**src/rtl/snare_pkg.sv**
```systemverilog
// Shared types and constants for the snare voice controller.
package snare_pkg;

  localparam int FREQ_W_DEF   = 16;
  localparam int ENV_W_DEF    = 8;
  localparam int ACCENT_BOOST = 32;

  typedef enum logic [1:0] {
    ST_IDLE   = 2'd0,
    ST_ATTACK = 2'd1,
    ST_DECAY  = 2'd2,
    ST_TAIL   = 2'd3
  } voice_state_t;

  // Accented hits decay the noise at half rate, never slower than 1 per tick.
  function automatic int noise_step_eff(input int step, input bit accent);
    int half;
    half = step >> 1;
    if (!accent) return step;
    return (half < 1) ? 1 : half;
  endfunction

endpackage

```
**src/rtl/snare_voice_ctrl_if.sv**
```systemverilog
// Trigger/tick inputs and oscillator/mixer control outputs of the snare voice.
// SNARE_ACCENT_EN adds the accent input.
interface snare_voice_ctrl_if
  import snare_pkg::*;
#(
  parameter int FREQ_W = FREQ_W_DEF,
  parameter int ENV_W  = ENV_W_DEF
);
  logic              sample_tick;
  logic              trigger;
  logic [ENV_W-1:0]  velocity;
`ifdef SNARE_ACCENT_EN
  logic              accent;
`endif
  logic [FREQ_W-1:0] tri_freq;
  logic [ENV_W-1:0]  env_tone;
  logic [ENV_W-1:0]  env_noise;
  logic              en_sine;
  logic              en_triangle;
  logic              en_noise;
  logic              busy;
  logic              done;

  modport master (
`ifdef SNARE_ACCENT_EN
    output accent,
`endif
    output sample_tick, trigger, velocity,
    input  tri_freq, env_tone, env_noise, en_sine, en_triangle, en_noise, busy, done
  );

  modport slave (
`ifdef SNARE_ACCENT_EN
    input  accent,
`endif
    input  sample_tick, trigger, velocity,
    output tri_freq, env_tone, env_noise, en_sine, en_triangle, en_noise, busy, done
  );
endinterface

```
**src/rtl/snare_voice_ctrl_env_sat_step.sv**
```systemverilog
// Registered saturating step toward a limit; nxt/hit expose the value the next step would produce.
module env_sat_step #(
  parameter int           W       = 8,
  parameter logic [W-1:0] RST_VAL = '0
) (
  input  logic         clk,
  input  logic         reset,
  input  logic         load,
  input  logic [W-1:0] load_val,
  input  logic         en,
  input  logic         up,
  input  logic [W-1:0] step,
  input  logic [W-1:0] limit,
  output logic [W-1:0] value,
  output logic [W-1:0] nxt,
  output logic         hit
);

  logic [W:0] sum;
  logic [W:0] floor_plus;

  // One extra bit so the add and the limit+step compare cannot wrap.
  always_comb begin
    sum        = {1'b0, value} + {1'b0, step};
    floor_plus = {1'b0, limit} + {1'b0, step};
    nxt        = limit;
    if (up) begin
      if (sum < {1'b0, limit}) nxt = sum[W-1:0];
    end else begin
      if ({1'b0, value} > floor_plus) nxt = value - step;
    end
    hit = (nxt == limit);
  end

  always_ff @(posedge clk) begin
    if (reset)     value <= RST_VAL;
    else if (load) value <= load_val;
    else if (en)   value <= nxt;
  end

endmodule

```
**src/rtl/snare_voice_ctrl.sv**
```systemverilog
// Envelope/sweep sequencer for the snare voice: IDLE->ATTACK->DECAY->TAIL, advancing on sample ticks.
// SNARE_ACCENT_EN adds an accent input that boosts the peak and slows the noise decay.
module snare_voice_ctrl
  import snare_pkg::*;
#(
  parameter int FREQ_W           = FREQ_W_DEF,
  parameter int ENV_W            = ENV_W_DEF,
  parameter int ATTACK_STEP      = 64,
  parameter int TONE_DECAY_STEP  = 4,
  parameter int NOISE_DECAY_STEP = 2,
  parameter int SWEEP_START      = 222,
  parameter int SWEEP_END        = 111,
  parameter int SWEEP_STEP       = 1
) (
  input  logic              main_clk,
  input  logic              reset,
  snare_voice_ctrl_if.slave bus
);

  voice_state_t     state;
  logic [ENV_W-1:0] peak;
  logic [ENV_W-1:0] vel_eff;
  logic [ENV_W-1:0] noise_step;
  logic             trig_ok;
  logic             adv;
  logic             sweeping;

  logic [ENV_W-1:0]  tone_val, tone_nxt, noise_val, noise_nxt;
  logic [FREQ_W-1:0] freq_val, freq_nxt;
  logic              tone_hit, noise_hit, freq_hit;
  logic              en_sine_q, en_tri_q, en_noise_q, busy_q, done_q;

`ifdef SNARE_ACCENT_EN
  logic             accent_q;
  logic [ENV_W:0]   boosted;

  always_comb begin
    boosted = {1'b0, bus.velocity} + (ENV_W+1)'(ACCENT_BOOST);
    vel_eff = bus.velocity;
    if (bus.accent) vel_eff = boosted[ENV_W] ? '1 : boosted[ENV_W-1:0];
  end

  assign noise_step = accent_q ? ENV_W'(noise_step_eff(NOISE_DECAY_STEP, 1'b1))
                               : ENV_W'(NOISE_DECAY_STEP);

  always_ff @(posedge main_clk) begin
    if (reset)        accent_q <= 1'b0;
    else if (trig_ok) accent_q <= bus.accent;
  end
`else
  assign vel_eff    = bus.velocity;
  assign noise_step = ENV_W'(NOISE_DECAY_STEP);
`endif

  // A zero peak cannot start a voice, but any hit restarts a running one.
  assign trig_ok  = bus.trigger && ((state != ST_IDLE) || (vel_eff != '0));
  assign adv      = bus.sample_tick && !trig_ok;
  assign sweeping = (state == ST_ATTACK) || (state == ST_DECAY);

  env_sat_step #(.W(ENV_W), .RST_VAL('0)) u_tone (
    .clk      (main_clk),
    .reset    (reset),
    .load     (1'b0),
    .load_val ('0),
    .en       (adv && sweeping),
    .up       (state == ST_ATTACK),
    .step     ((state == ST_ATTACK) ? ENV_W'(ATTACK_STEP) : ENV_W'(TONE_DECAY_STEP)),
    .limit    ((state == ST_ATTACK) ? peak : '0),
    .value    (tone_val),
    .nxt      (tone_nxt),
    .hit      (tone_hit)
  );

  // During ATTACK the noise envelope tracks the tone envelope exactly.
  env_sat_step #(.W(ENV_W), .RST_VAL('0)) u_noise (
    .clk      (main_clk),
    .reset    (reset),
    .load     (adv && (state == ST_ATTACK)),
    .load_val (tone_nxt),
    .en       (adv && ((state == ST_DECAY) || (state == ST_TAIL))),
    .up       (1'b0),
    .step     (noise_step),
    .limit    ('0),
    .value    (noise_val),
    .nxt      (noise_nxt),
    .hit      (noise_hit)
  );

  env_sat_step #(.W(FREQ_W), .RST_VAL(FREQ_W'(SWEEP_START))) u_sweep (
    .clk      (main_clk),
    .reset    (reset),
    .load     (trig_ok),
    .load_val (FREQ_W'(SWEEP_START)),
    .en       (adv && sweeping),
    .up       (1'b0),
    .step     (FREQ_W'(SWEEP_STEP)),
    .limit    (FREQ_W'(SWEEP_END)),
    .value    (freq_val),
    .nxt      (freq_nxt),
    .hit      (freq_hit)
  );

  always_ff @(posedge main_clk) begin
    if (reset) begin
      state      <= ST_IDLE;
      peak       <= '0;
      en_sine_q  <= 1'b0;
      en_tri_q   <= 1'b0;
      en_noise_q <= 1'b0;
      busy_q     <= 1'b0;
      done_q     <= 1'b0;
    end else begin
      done_q <= 1'b0;
      if (trig_ok) begin
        state      <= ST_ATTACK;
        peak       <= vel_eff;
        en_sine_q  <= 1'b1;
        en_tri_q   <= 1'b1;
        en_noise_q <= 1'b1;
        busy_q     <= 1'b1;
      end else if (adv) begin
        case (state)
          ST_ATTACK: if (tone_hit) state <= ST_DECAY;
          ST_DECAY: begin
            if (tone_hit && noise_hit) begin
              state      <= ST_IDLE;
              en_sine_q  <= 1'b0;
              en_tri_q   <= 1'b0;
              en_noise_q <= 1'b0;
              busy_q     <= 1'b0;
              done_q     <= 1'b1;
            end else if (tone_hit) begin
              state     <= ST_TAIL;
              en_sine_q <= 1'b0;
              en_tri_q  <= 1'b0;
            end
          end
          ST_TAIL: begin
            if (noise_hit) begin
              state      <= ST_IDLE;
              en_noise_q <= 1'b0;
              busy_q     <= 1'b0;
              done_q     <= 1'b1;
            end
          end
          default: ;
        endcase
      end
    end
  end

  assign bus.tri_freq    = freq_val;
  assign bus.env_tone    = tone_val;
  assign bus.env_noise   = noise_val;
  assign bus.en_sine     = en_sine_q;
  assign bus.en_triangle = en_tri_q;
  assign bus.en_noise    = en_noise_q;
  assign bus.busy        = busy_q;
  assign bus.done        = done_q;

  logic unused_ok;
  assign unused_ok = ^{noise_nxt, freq_nxt, freq_hit};

endmodule

```
**src/flat_wrapper.sv**
```systemverilog
// flat-port wrapper written by rule: the top's interface ports become plain ports
module snare_voice_ctrl_flat import snare_pkg::*;
#(
  parameter int FREQ_W           = FREQ_W_DEF,
  parameter int ENV_W            = ENV_W_DEF,
  parameter int ATTACK_STEP      = 64,
  parameter int TONE_DECAY_STEP  = 4,
  parameter int NOISE_DECAY_STEP = 2,
  parameter int SWEEP_START      = 222,
  parameter int SWEEP_END        = 111,
  parameter int SWEEP_STEP       = 1
)
  (main_clk, reset, bus_sample_tick, bus_trigger, bus_velocity, bus_tri_freq, bus_env_tone, bus_env_noise, bus_en_sine, bus_en_triangle, bus_en_noise, bus_busy, bus_done);
  snare_voice_ctrl_if #(.FREQ_W(FREQ_W), .ENV_W(ENV_W)) bus_i ();
  input  logic main_clk;
  input  logic reset;
  input wire logic [$bits(bus_i.sample_tick)-1:0] bus_sample_tick;
  input wire logic [$bits(bus_i.trigger)-1:0] bus_trigger;
  input wire logic [$bits(bus_i.velocity)-1:0] bus_velocity;
  output wire logic [$bits(bus_i.tri_freq)-1:0] bus_tri_freq;
  output wire logic [$bits(bus_i.env_tone)-1:0] bus_env_tone;
  output wire logic [$bits(bus_i.env_noise)-1:0] bus_env_noise;
  output wire logic [$bits(bus_i.en_sine)-1:0] bus_en_sine;
  output wire logic [$bits(bus_i.en_triangle)-1:0] bus_en_triangle;
  output wire logic [$bits(bus_i.en_noise)-1:0] bus_en_noise;
  output wire logic [$bits(bus_i.busy)-1:0] bus_busy;
  output wire logic [$bits(bus_i.done)-1:0] bus_done;
  assign bus_i.sample_tick = bus_sample_tick;
  assign bus_i.trigger = bus_trigger;
  assign bus_i.velocity = bus_velocity;
  assign bus_tri_freq = bus_i.tri_freq;
  assign bus_env_tone = bus_i.env_tone;
  assign bus_env_noise = bus_i.env_noise;
  assign bus_en_sine = bus_i.en_sine;
  assign bus_en_triangle = bus_i.en_triangle;
  assign bus_en_noise = bus_i.en_noise;
  assign bus_busy = bus_i.busy;
  assign bus_done = bus_i.done;
  snare_voice_ctrl #(.FREQ_W(FREQ_W), .ENV_W(ENV_W), .ATTACK_STEP(ATTACK_STEP), .TONE_DECAY_STEP(TONE_DECAY_STEP), .NOISE_DECAY_STEP(NOISE_DECAY_STEP), .SWEEP_START(SWEEP_START), .SWEEP_END(SWEEP_END), .SWEEP_STEP(SWEEP_STEP)) u_core (.main_clk(main_clk), .reset(reset), .bus(bus_i));
endmodule
```
**config.mk**
```make
export PLATFORM = sky130hd
export DESIGN_NAME = snare_voice_ctrl_flat
export DESIGN_NICKNAME = d
export VERILOG_FILES = /design/src/rtl/snare_pkg.sv /design/src/rtl/snare_voice_ctrl_if.sv /design/src/rtl/snare_voice_ctrl_env_sat_step.sv /design/src/rtl/snare_voice_ctrl.sv /design/src/flat_wrapper.sv
export SDC_FILE = /design/constraint.sdc
export NUM_CORES = 1
export LEC_CHECK = 0
export BUFFER_PORTS_ARGS = -buffer_cell sky130_fd_sc_hd__buf_2
export CORE_MARGIN = 10
export CORE_UTILIZATION = 25
export DETAILED_ROUTE_END_ITERATION = 7
export PLACE_DENSITY = 0.51
export SYNTH_ARGS = -nofsm -noshare
export SYNTH_HDL_FRONTEND = slang
export SYNTH_SLANG_ARGS = --single-unit
```
**constraint.sdc**
```tcl
create_clock -name main_clk -period 8 [get_ports main_clk]
set_input_delay 1.6 -clock main_clk [delete_from_list [all_inputs] [get_ports main_clk]]
set_output_delay 1.6 -clock main_clk [all_outputs]
set_load 0.005 [all_outputs]
```
==> metrics, run 1 <==
Crit. End Element flop; status finished, final reports clean; # diodes 0; final hold vios 0; Die H 137 um; root buffer cell clkbuf_16; Vias per Instance 4.94; gr ovfl total 0; pwr/cell area 161 mW/mm2; Clock transition at path regs 0.07 ns; Internal Power 428 uW; Ys Warns 0; Clock Tree Buf Depth 2; Switching Fraction 33.3%; Sink Count 45; Starting DRT DRC Count 226; Critical-path top delay cell ha_1; number of flops mapped to enable cells by yosys 0; Fin Hold WS 0.452 ns; first-pass GRT wire length 16,900 um; clock share of power 34.3%; Seq cells post-synth 45; WP data required 8.16 ns; period utilization 54.5%; Syn-to-layout area delta 15.4%; initial core utilization 25.7%; port bufs 48; vias in the first global route 3,268; cells on worst reg2reg path 14; critical-path maximum fanout 20; post-CTS resize count 0; Slew Limit Fails 0; arrival time at the worst endpoint 4.52 ns; Final Critical Period 4.36 ns; All-Layer GR Usage 11.0%; Max-slew headroom 36.3%; VDD IR max 0.0000744 V; WL/cell 15.8 um; detailed placement HPWL 8140 um; Worst Hold Path Cells 2; core area 0.0134 mm2; I/O pin cnt 49; Top FF cell, synth dfxtp_1; crit path cell chain inv_1 > ha_1 > inv_1 > ha_1 > ha_1 > xor2_1 > ha_1 > a211oi_1 > nand2_1 > o221ai_1 > nand2_1 > o211ai_1 > mux2i_1 > nor2_1; row count 42; Seq pwr share 37.8%; R2R setup slack 3.64 ns; Setup Viol. Count Final 0; syn avg cell area 7.78 um2; drt total wl 10,300 um; die area 0.0189 mm2; Vias 3,236; Hold Path Sink u_core.peak[5]; Post-Synthesis Cells 443; crit-path most repeated cell ha_1; Hold Crit Class reg -> reg; async set or reset register ratio after synthesis 0%; Syn Nets 482; Post-Syn Area 0.00345 mm2; cts hold-fix bufs 0; largest net degree at the start of global routing 30; sequential share of the synthesized area 26.1%; postcts setup bufs 0; Worst-Skew Late Latency 0.29 ns; Layout Nets 517; gpl congestion 0.894; htree depth 2; RSZ-0062 raised after global routing false; Hold Crit Start u_core.peak[5]; P_leak 0.00159 uW; CP Launch Type flop; first-pass iteration count of the detailed router 4; RR Startpoint u_core.state[1]; Yosys cell types 64; combinational fraction of design power 27.9%; post-route antenna net violation count 0; Critical R2R Capture u_core.u_tone.value[0]; antenna violations before repair 0; die width 137 um; Net Switching 214 uW; DRC 0; max incr delay on CP 0.59 ns; Max Clk Rate 229 MHz; Setup CP Type reg -> reg; max-cap violation count 0; CTS Buf Count 5; Tightest Pin Transition 0.953 ns; ratio of cells with drive above 1 in the final layout 15.4%; Setup TNS 0 ns; CTS tree yes; Final Skew 0.00664 ns
-- cells in the mapped netlist (2+ instances only) --
cell | instances | area share (%)
buf_2 | 2 | 0.29
nand2b_1 | 6 | 1.1
o21a_1 | 4 | 0.87
o211ai_1 | 5 | 1.1
or3_1 | 4 | 0.73
a31o_2 | 2 | 0.51
nand3_1 | 16 | 2.3
and3_1 | 5 | 0.91
nor4_1 | 5 | 0.91
xor2_1 | 13 | 3.3
mux2i_1 | 4 | 1.2
nor2b_1 | 5 | 0.91
and2_1 | 7 | 1.3
o21ai_0 | 32 | 4.6
clkbuf_1 | 16 | 1.7
xnor2_1 | 18 | 4.6
ha_1 | 27 | 9.8
nand4_1 | 5 | 0.91
a41oi_1 | 2 | 0.51
nor2_1 | 45 | 4.9
dfxtp_1 | 45 | 26
o221a_2 | 2 | 0.65
a211oi_1 | 4 | 0.87
a311oi_1 | 2 | 0.51
nand3b_1 | 2 | 0.44
a221oi_1 | 3 | 0.76
buf_4 | 2 | 0.44
nor4b_1 | 2 | 0.51
inv_1 | 23 | 2.5
nor3_1 | 15 | 2.2
a31oi_1 | 2 | 0.36
or4_1 | 2 | 0.44
xnor3_1 | 3 | 2.0
a21oi_1 | 35 | 5.1
nor3b_1 | 3 | 0.65
nand2_1 | 43 | 4.7
or2_2 | 5 | 0.91
-- worst max-delay path: cells and delay by family, from the launching register on --
family	cells	cell delay (ns)
fa+ha+maj	4	1.46
compound gates	3	1.01
buf+inv	2	0.54
simple gates	3	0.35
flops	1	0.34
xor+xnor	1	0.30
mux	1	0.22
-- cell type report --
class                   instances  area (um2)
inverters                      23        86.3
clock inverters                 2        17.5
repair buffers                 48         240
multi-input cells             355        2380
clock buffers                   6         139
fillers                      1480        9420
flip-flops and latches         45         901
well taps                     176         220
-- state kept, by name, indices dropped and copies added (netlist names) --
signal / count
u_core.bus.busy: 1
u_core.bus.done: 1
u_core.bus.en_sine: 1
u_core.state: 2
u_core.peak: 8
u_core.u_noise.value: 8
u_core.u_sweep.value: 16
u_core.u_tone.value: 8
-- power groups by stage --
stage,combinational [uW],sequential [uW],clock [uW]
final,179,243,220
after global routing,201,244,236
after CTS,178,243,225
after detailed placement,177,248,0
after global placement,177,248,0
after floorplan,136,243,0
-- layout by cell type (no fill, tap or decap), types with 6 or more instances in the layout --
master	netlist	routed
o21ai_0	32	32
xor2_1	13	13
nand2_1	43	43
a21oi_1	35	35
inv_1	23	23
nand3_1	16	16
buf_2	2	48
dfxtp_1	45	45
and2_1	7	7
ha_1	27	27
nand2b_1	6	6
nor2_1	45	45
xnor2_1	18	18
nor3_1	15	15
-- kinds of logic after synthesis --
logic type / after synthesis / synth area share, %
simple gates: 180 / 27.2
compound gates: 110 / 20.9
flops: 45 / 26.1
buf+inv: 43 / 4.97
xor+xnor: 34 / 9.83
fa+ha+maj: 27 / 9.80
mux: 4 / 1.16
-- routing by layer --
layer | part of all wire [%] | GRT usage [%] | vias up | wire (um)
li1 | - | - | 1656 | -
met1 | 48 | 14.5 | 1507 | 4970
met2 | 46 | 17.3 | 63 | 4720
met3 | 5.6 | 3.24 | 10 | 576
met4 | 0.70 | 2.28 | 0 | 72
met5 | 0 | 0 | - | 0
-- stage by stage --
stage	total power (uW)	std cells	setup slack, ns	area, um2	utilization (%)
after floorplan	379	443	4.28	3450	-
after global placement	425	647	3.58	3820	28.5
after detailed placement	425	647	3.46	3820	28.5
after CTS	647	655	3.69	3980	29.7
after global routing	680	655	3.21	3980	29.7
final	641	655	3.64	3980	29.7
-- worst max-delay path by stage --
stage,start,end,slack [ns],cells after the start
2_1_floorplan,bus_velocity[3],u_core.u_sweep.value[6],4.28,6
3_3_place_gp,bus_velocity[3],u_core.u_sweep.value[6],3.58,7
6_report,u_core.state[1],u_core.u_tone.value[0],3.64,14
4_1_cts,u_core.state[1],u_core.u_tone.value[0],3.69,14
3_5_place_dp,bus_velocity[3],u_core.u_sweep.value[6],3.46,7
5_1_grt,u_core.state[1],u_core.u_tone.value[1],3.21,15
Power figures use the tool's default switching activity.
==> run 2: changes to the inputs <==
--- a/config.mk
+++ b/config.mk
@@ -9,7 +9,7 @@
 export CORE_MARGIN = 10
 export CORE_UTILIZATION = 25
 export DETAILED_ROUTE_END_ITERATION = 7
-export PLACE_DENSITY = 0.51
+export PLACE_DENSITY = 0.53
 export SYNTH_ARGS = -nofsm -noshare
 export SYNTH_HDL_FRONTEND = slang
 export SYNTH_SLANG_ARGS = --single-unit
==> constraint.sdc (replaced) <==
create_clock -name main_clk -period 3.57 [get_ports main_clk]
set_input_delay 0.714 -clock main_clk [delete_from_list [all_inputs] [get_ports main_clk]]
set_output_delay 0.714 -clock main_clk [all_outputs]
set_load 0.005 [all_outputs]
==> run 2 against run 1 <==
Design area up 3.7%; wire length increased by 3.1%; final cell count grew 2.1%; largest cell class unchanged.
==> metrics, run 2 (synthesis gave the netlist of run 1 again) <==
Setup Viol. Count Final 0; most flop-heavy register u_core.u_sweep.value; Hold Crit Class reg -> reg; Critical-path top delay cell dfxtp_1; All-Layer GR Usage 11.5%; Clock transition at path regs 0.07 ns; CTS tree yes; Vias 3,402; Max-slew headroom 54.0%; Starting DRT DRC Count 204; Setup CP Type reg -> reg; Tightest Pin Transition 0.684 ns; Sink Count 45; CTS Buf Count 5; detailed placement HPWL 8380 um; Post-DP Area 0.00394 mm2; core area 0.0134 mm2; Die H 137 um; die area 0.0189 mm2; WL/cell 15.9 um; most common cell after layout, fill and taps aside buf_2; CP Launch Type flop; crit-path most repeated cell ha_1; Final Skew 0.00571 ns; # diodes 0; Largest register FFs 16; status finished, final reports clean; Slew Limit Fails 0; final hold vios 0; post-CTS resize count 0; Worst-Skew Late Latency 0.29 ns; Layout Nets 532; Crit. End Element flop; gpl congestion 0.934; max-cap violation count 0; die width 137 um; root buffer cell clkbuf_16; postcts setup bufs 0; period utilization 91.8%; antenna violations before repair 0; drt total wl 10,700 um; arrival time at the worst endpoint 3.47 ns; post-route antenna net violation count 0; Setup TNS 0 ns; port bufs 48; max incr delay on CP 0.34 ns; pwr/cell area 371 mW/mm2; vias in the first global route 3,417; RSZ-0062 raised after global routing false; Clock Tree Buf Depth 2; Final Critical Period 3.28 ns; cts hold-fix bufs 0; Fin Hold WS 0.453 ns; row count 42; most frequent cells in the layout buf_2 (48), nor2_1 (45), dfxtp_1 (44), nand2_1 (43), a21oi_1 (35); crit path cell chain inv_2 > ha_1 > inv_1 > ha_1 > ha_1 > and3_1 > xnor2_1 > ha_1 > a211oi_1 > nand2_1 > o221a_2 > nor2_1 > buf_4 > a2bb2oi_1 > and2_1 > a221oi_1; first-pass iteration count of the detailed router 4; Max Clk Rate 305 MHz; ratio of cells with drive above 1 in the final layout 18.9%; critical-path maximum fanout 6; DRC 0; WP data required 3.77 ns; I/O pin cnt 49; first-pass GRT wire length 17,600 um; htree depth 2; gr ovfl total 0; Vias per Instance 5.09; initial core utilization 25.7%; P_leak 0.00167 uW; Syn-to-layout area delta 19.7%; largest net degree at the start of global routing 30; VDD IR max 0.000175 V; post-route cell area 0.00413 mm2
run 2: critical path, delay by kind of cell (launching register included):
kind	cells	cell delay, ns
xor+xnor	1	0.16
buf+inv	3	0.32
fa+ha+maj	4	0.86
flops	1	0.34
simple gates	4	0.65
compound gates	4	0.85
run 2: worst paths after layout:
| check | depth (start not counted) | from | endpoint | slack [ns] |
|---|---|---|---|---|
| setup reg to reg | 16 | u_core.state[1] | u_core.bus.en_sine | 0.29 |
| hold / removal | 2 | u_core.peak[5] | u_core.peak[5] | 0.45 |
| hold reg to reg | 2 | u_core.peak[5] | u_core.peak[5] | 0.45 |
| setup / recovery | 16 | u_core.state[1] | u_core.bus.en_sine | 0.29 |
run 2: final cells by class:
class	count	area, um2
Fill cell	1416	9270
Multi-Input combinational cell	355	2400
Clock buffer	5	125
Tap cell	176	220
Inverter	23	86.3
Timing Repair Buffer	63	353
Clock inverter	2	38.8
Sequential cell	45	902
run 2: metrics by stage:
stage	utilization, %	setup slack [ns]	cells	total power [uW]
finish	30.8	0.292	669	1530
global route	30.8	0.0293	669	1610
CTS	30.6	0.0381	669	1540
detailed placement	29.4	0.0653	662	989
global placement	29.4	0.0403	662	985
floorplan	-	0.178	443	849
run 2: per-layer routing:
metal  up-vias  track usage, %  wire length, um
li1       1691               -                -
met1      1575            14.6             4800
met2       118            18.3             4920
met3        18            3.06              760
met4         0            3.75              186
met5         -               0                0
run 2: where the power goes:
part	switching (uW)	internal (uW)	leakage, uW
sequential	22.4	517	0.000366
combinational	264	184	0.00123
clock	215	330	0.0000803
total	502	1030	0.00167
==> run 3: changes to the inputs <==
--- a/config.mk
+++ b/config.mk
@@ -7,9 +7,10 @@
 export LEC_CHECK = 0
 export BUFFER_PORTS_ARGS = -buffer_cell sky130_fd_sc_hd__buf_2
 export CORE_MARGIN = 10
-export CORE_UTILIZATION = 25
+export CORE_UTILIZATION = 54
+export CTS_BUF_LIST = sky130_fd_sc_hd__clkbuf_8
 export DETAILED_ROUTE_END_ITERATION = 7
-export PLACE_DENSITY = 0.53
+export PLACE_DENSITY = 0.89
 export SYNTH_ARGS = -nofsm -noshare
 export SYNTH_HDL_FRONTEND = slang
 export SYNTH_SLANG_ARGS = --single-unit
==> run 3 against run 2 <==
Die area down 47%; clock skew is 0.0050 ns higher; via count grew 1.2%; count of clock-buffer cells in the layout unchanged; sequential power is essentially flat; sequential cell count is the same; critical endpoint is now u_core.state[1]; worst setup slack lost 0.11 ns; design area decreased by 4.3%; register-to-register slack worse by 0.11 ns; combinational power fell by 2%; final cell count fell by 15%.
==> metrics, run 3 (synthesis gave the netlist of run 1 again) <==
Sink Count 45; All-Layer GR Usage 18.7%; gr ovfl total 0; post-route antenna net violation count 0; met1 GRT Util 22.9%; Worst Setup SP u_core.state[1]; Syn-to-layout area delta 14.6%; pwr/cell area 347 mW/mm2; Worst-Skew Late Latency 0.31 ns; Vias per Instance 6.03; CTS tree yes; postcts setup bufs 0; Critical-path top delay cell or3b_2; CTS Buf Count 5; Max-slew headroom 56.3%; initial core utilization 54.9%; Critical R2R Capture u_core.state[1]; register area 901 um2; Tightest Pin Transition 0.650 ns; Seq pwr share 39.3%; max incr delay on CP 0.50 ns; most flop-heavy register u_core.u_sweep.value; Slew Limit Fails 0; area taken by multi-input logic gates 0.00240 mm2; ratio of cells with drive above 1 in the final layout 18.8%; antenna violations before repair 0; vias in the first global route 3,359; Internal Power 908 uW; Post-DP Area 0.00381 mm2; Net Switching 465 uW; core area 0.00628 mm2; first-pass GRT wire length 15,800 um; root buffer cell clkbuf_8; Clock transition at path regs 0.09 ns; Die H 99.9 um; final hold vios 0; RR Startpoint u_core.state[1]; gpl congestion 0.990; period utilization 94.9%; htree depth 2; Final Critical Period 3.39 ns; Switching Fraction 33.9%; arrival time at the worst endpoint 3.59 ns; drt total wl 9590 um; largest net degree at the start of global routing 30; GR Util met2 31.5%; P_leak 0.00164 uW; WP data required 3.78 ns; status finished, final reports clean; crit path to u_core.state[1]; GR Util met3 3.57%; DRC 0; post-route cell area 0.00395 mm2; Fillers 560; crit-path most repeated cell nand2_1; detailed placement HPWL 7510 um; die width 99.9 um; placed cell count 563; Layout Nets 532; CP Launch Type flop; most common cell after layout, fill and taps aside buf_2; final non-filler cell total 571; critical-path maximum fanout 9; busiest layer in global routing met2; Clock Tree Buf Depth 2; VDD IR max 0.000411 V; Setup Viol. Count Final 0; clock share of power 28.9%; Starting DRT DRC Count 282; first-pass iteration count of the detailed router 5; R2R setup slack 0.18 ns; die area 0.00998 mm2; cts hold-fix bufs 0; WL/cell 16.8 um; Largest register FFs 16; Final Skew 0.0107 ns; cells on worst reg2reg path 12; Setup CP Type reg -> reg; RSZ-0062 raised after global routing false; I/O pin cnt 49; crit path cell chain inv_1 > ha_2 > nand2_1 > o31a_1 > ha_1 > nand2_1 > o21ai_0 > a221o_1 > nand3_1 > or3b_2 > and4_1 > o32ai_1; Vias 3,442; most frequent cells in the layout buf_2 (48), dfxtp_1 (45), nor2_1 (44), nand2_1 (43), a21oi_1 (35); port bufs 48; row count 29; Fin Hold WS 0.472 ns; total power 1370 uW; Setup TNS 0 ns; Max Clk Rate 295 MHz; Crit. End Element flop; Hold Crit Class reg -> reg; max-cap violation count 0; combinational fraction of design power 31.9%; # diodes 0
## run 3: cell count changes in the layout (fill, tap and decap cells not counted), sizes merged
cell / before / now
inv: 24 / 23
clkinvlp: 0 / 1
clkinv: 0 / 1
## run 3: power by group through the flow
stage	sequential, uW	combinational [uW]	clock, uW
floorplan	544	306	0
global placement	550	414	0
detailed placement	551	418	0
CTS	539	420	398
global route	542	481	426
finish	539	437	396
## run 3: worst max-delay path: cells and delay by family (launching register included)
family	cells	cell delay, ns
AOI/OAI and AO/OA	4	1.13
and+or+nand+nor	5	1.07
adders and majority gates	2	0.63
DFF	1	0.33
buffers and inverters	1	0.12
## run 3: what timing repair did
action                                 4_1_cts  5_1_grt
endpoints found under the hold margin        0        0
resized for setup                            0        5
setup endpoints to repair                    0        6
## run 3: per-stage QoR
stage | setup slack (ns) | utilization, %
final | 0.182 | 62.9
after global routing | 0.0309 | 62.9
after CTS | 0.0331 | 62.6
after detailed placement | 0.0851 | 60.7
after global placement | 0.0409 | 60.7
after floorplan | 0.178 | -
## run 3: per-layer routing
| metal | up-vias | part of all wire, % |
|---|---|---|
| met4 | 0 | 2.5 |
| met2 | 136 | 48 |
| met3 | 23 | 6.2 |
| met5 | - | 0 |
| li1 | 1688 | - |
| met1 | 1595 | 43 |
## run 3: final cells by class
type,instances,share of cell area (%)
Clock buffer,5,1.74
Sequential cell,45,22.8
Timing Repair Buffer,63,8.93
Tap cell,77,2.44
Inverter,23,2.19
Clock inverter,3,1.17
Multi-Input combinational cell,355,60.7
## run 3: worst min-delay path by stage
| stage | startpoint | to | slack [ns] | cells past startpoint |
|---|---|---|---|---|
| finish | u_core.peak[5] | u_core.peak[5] | 0.47 | 2 |
| global route | u_core.bus.en_sine | u_core.bus.en_sine | 0.51 | 2 |
| CTS | u_core.peak[5] | u_core.peak[5] | 0.48 | 2 |
| detailed placement | u_core.peak[5] | u_core.peak[5] | 0.47 | 2 |
| global placement | u_core.peak[5] | u_core.peak[5] | 0.44 | 2 |
| floorplan | u_core.peak[5] | u_core.peak[5] | 0.43 | 2 |
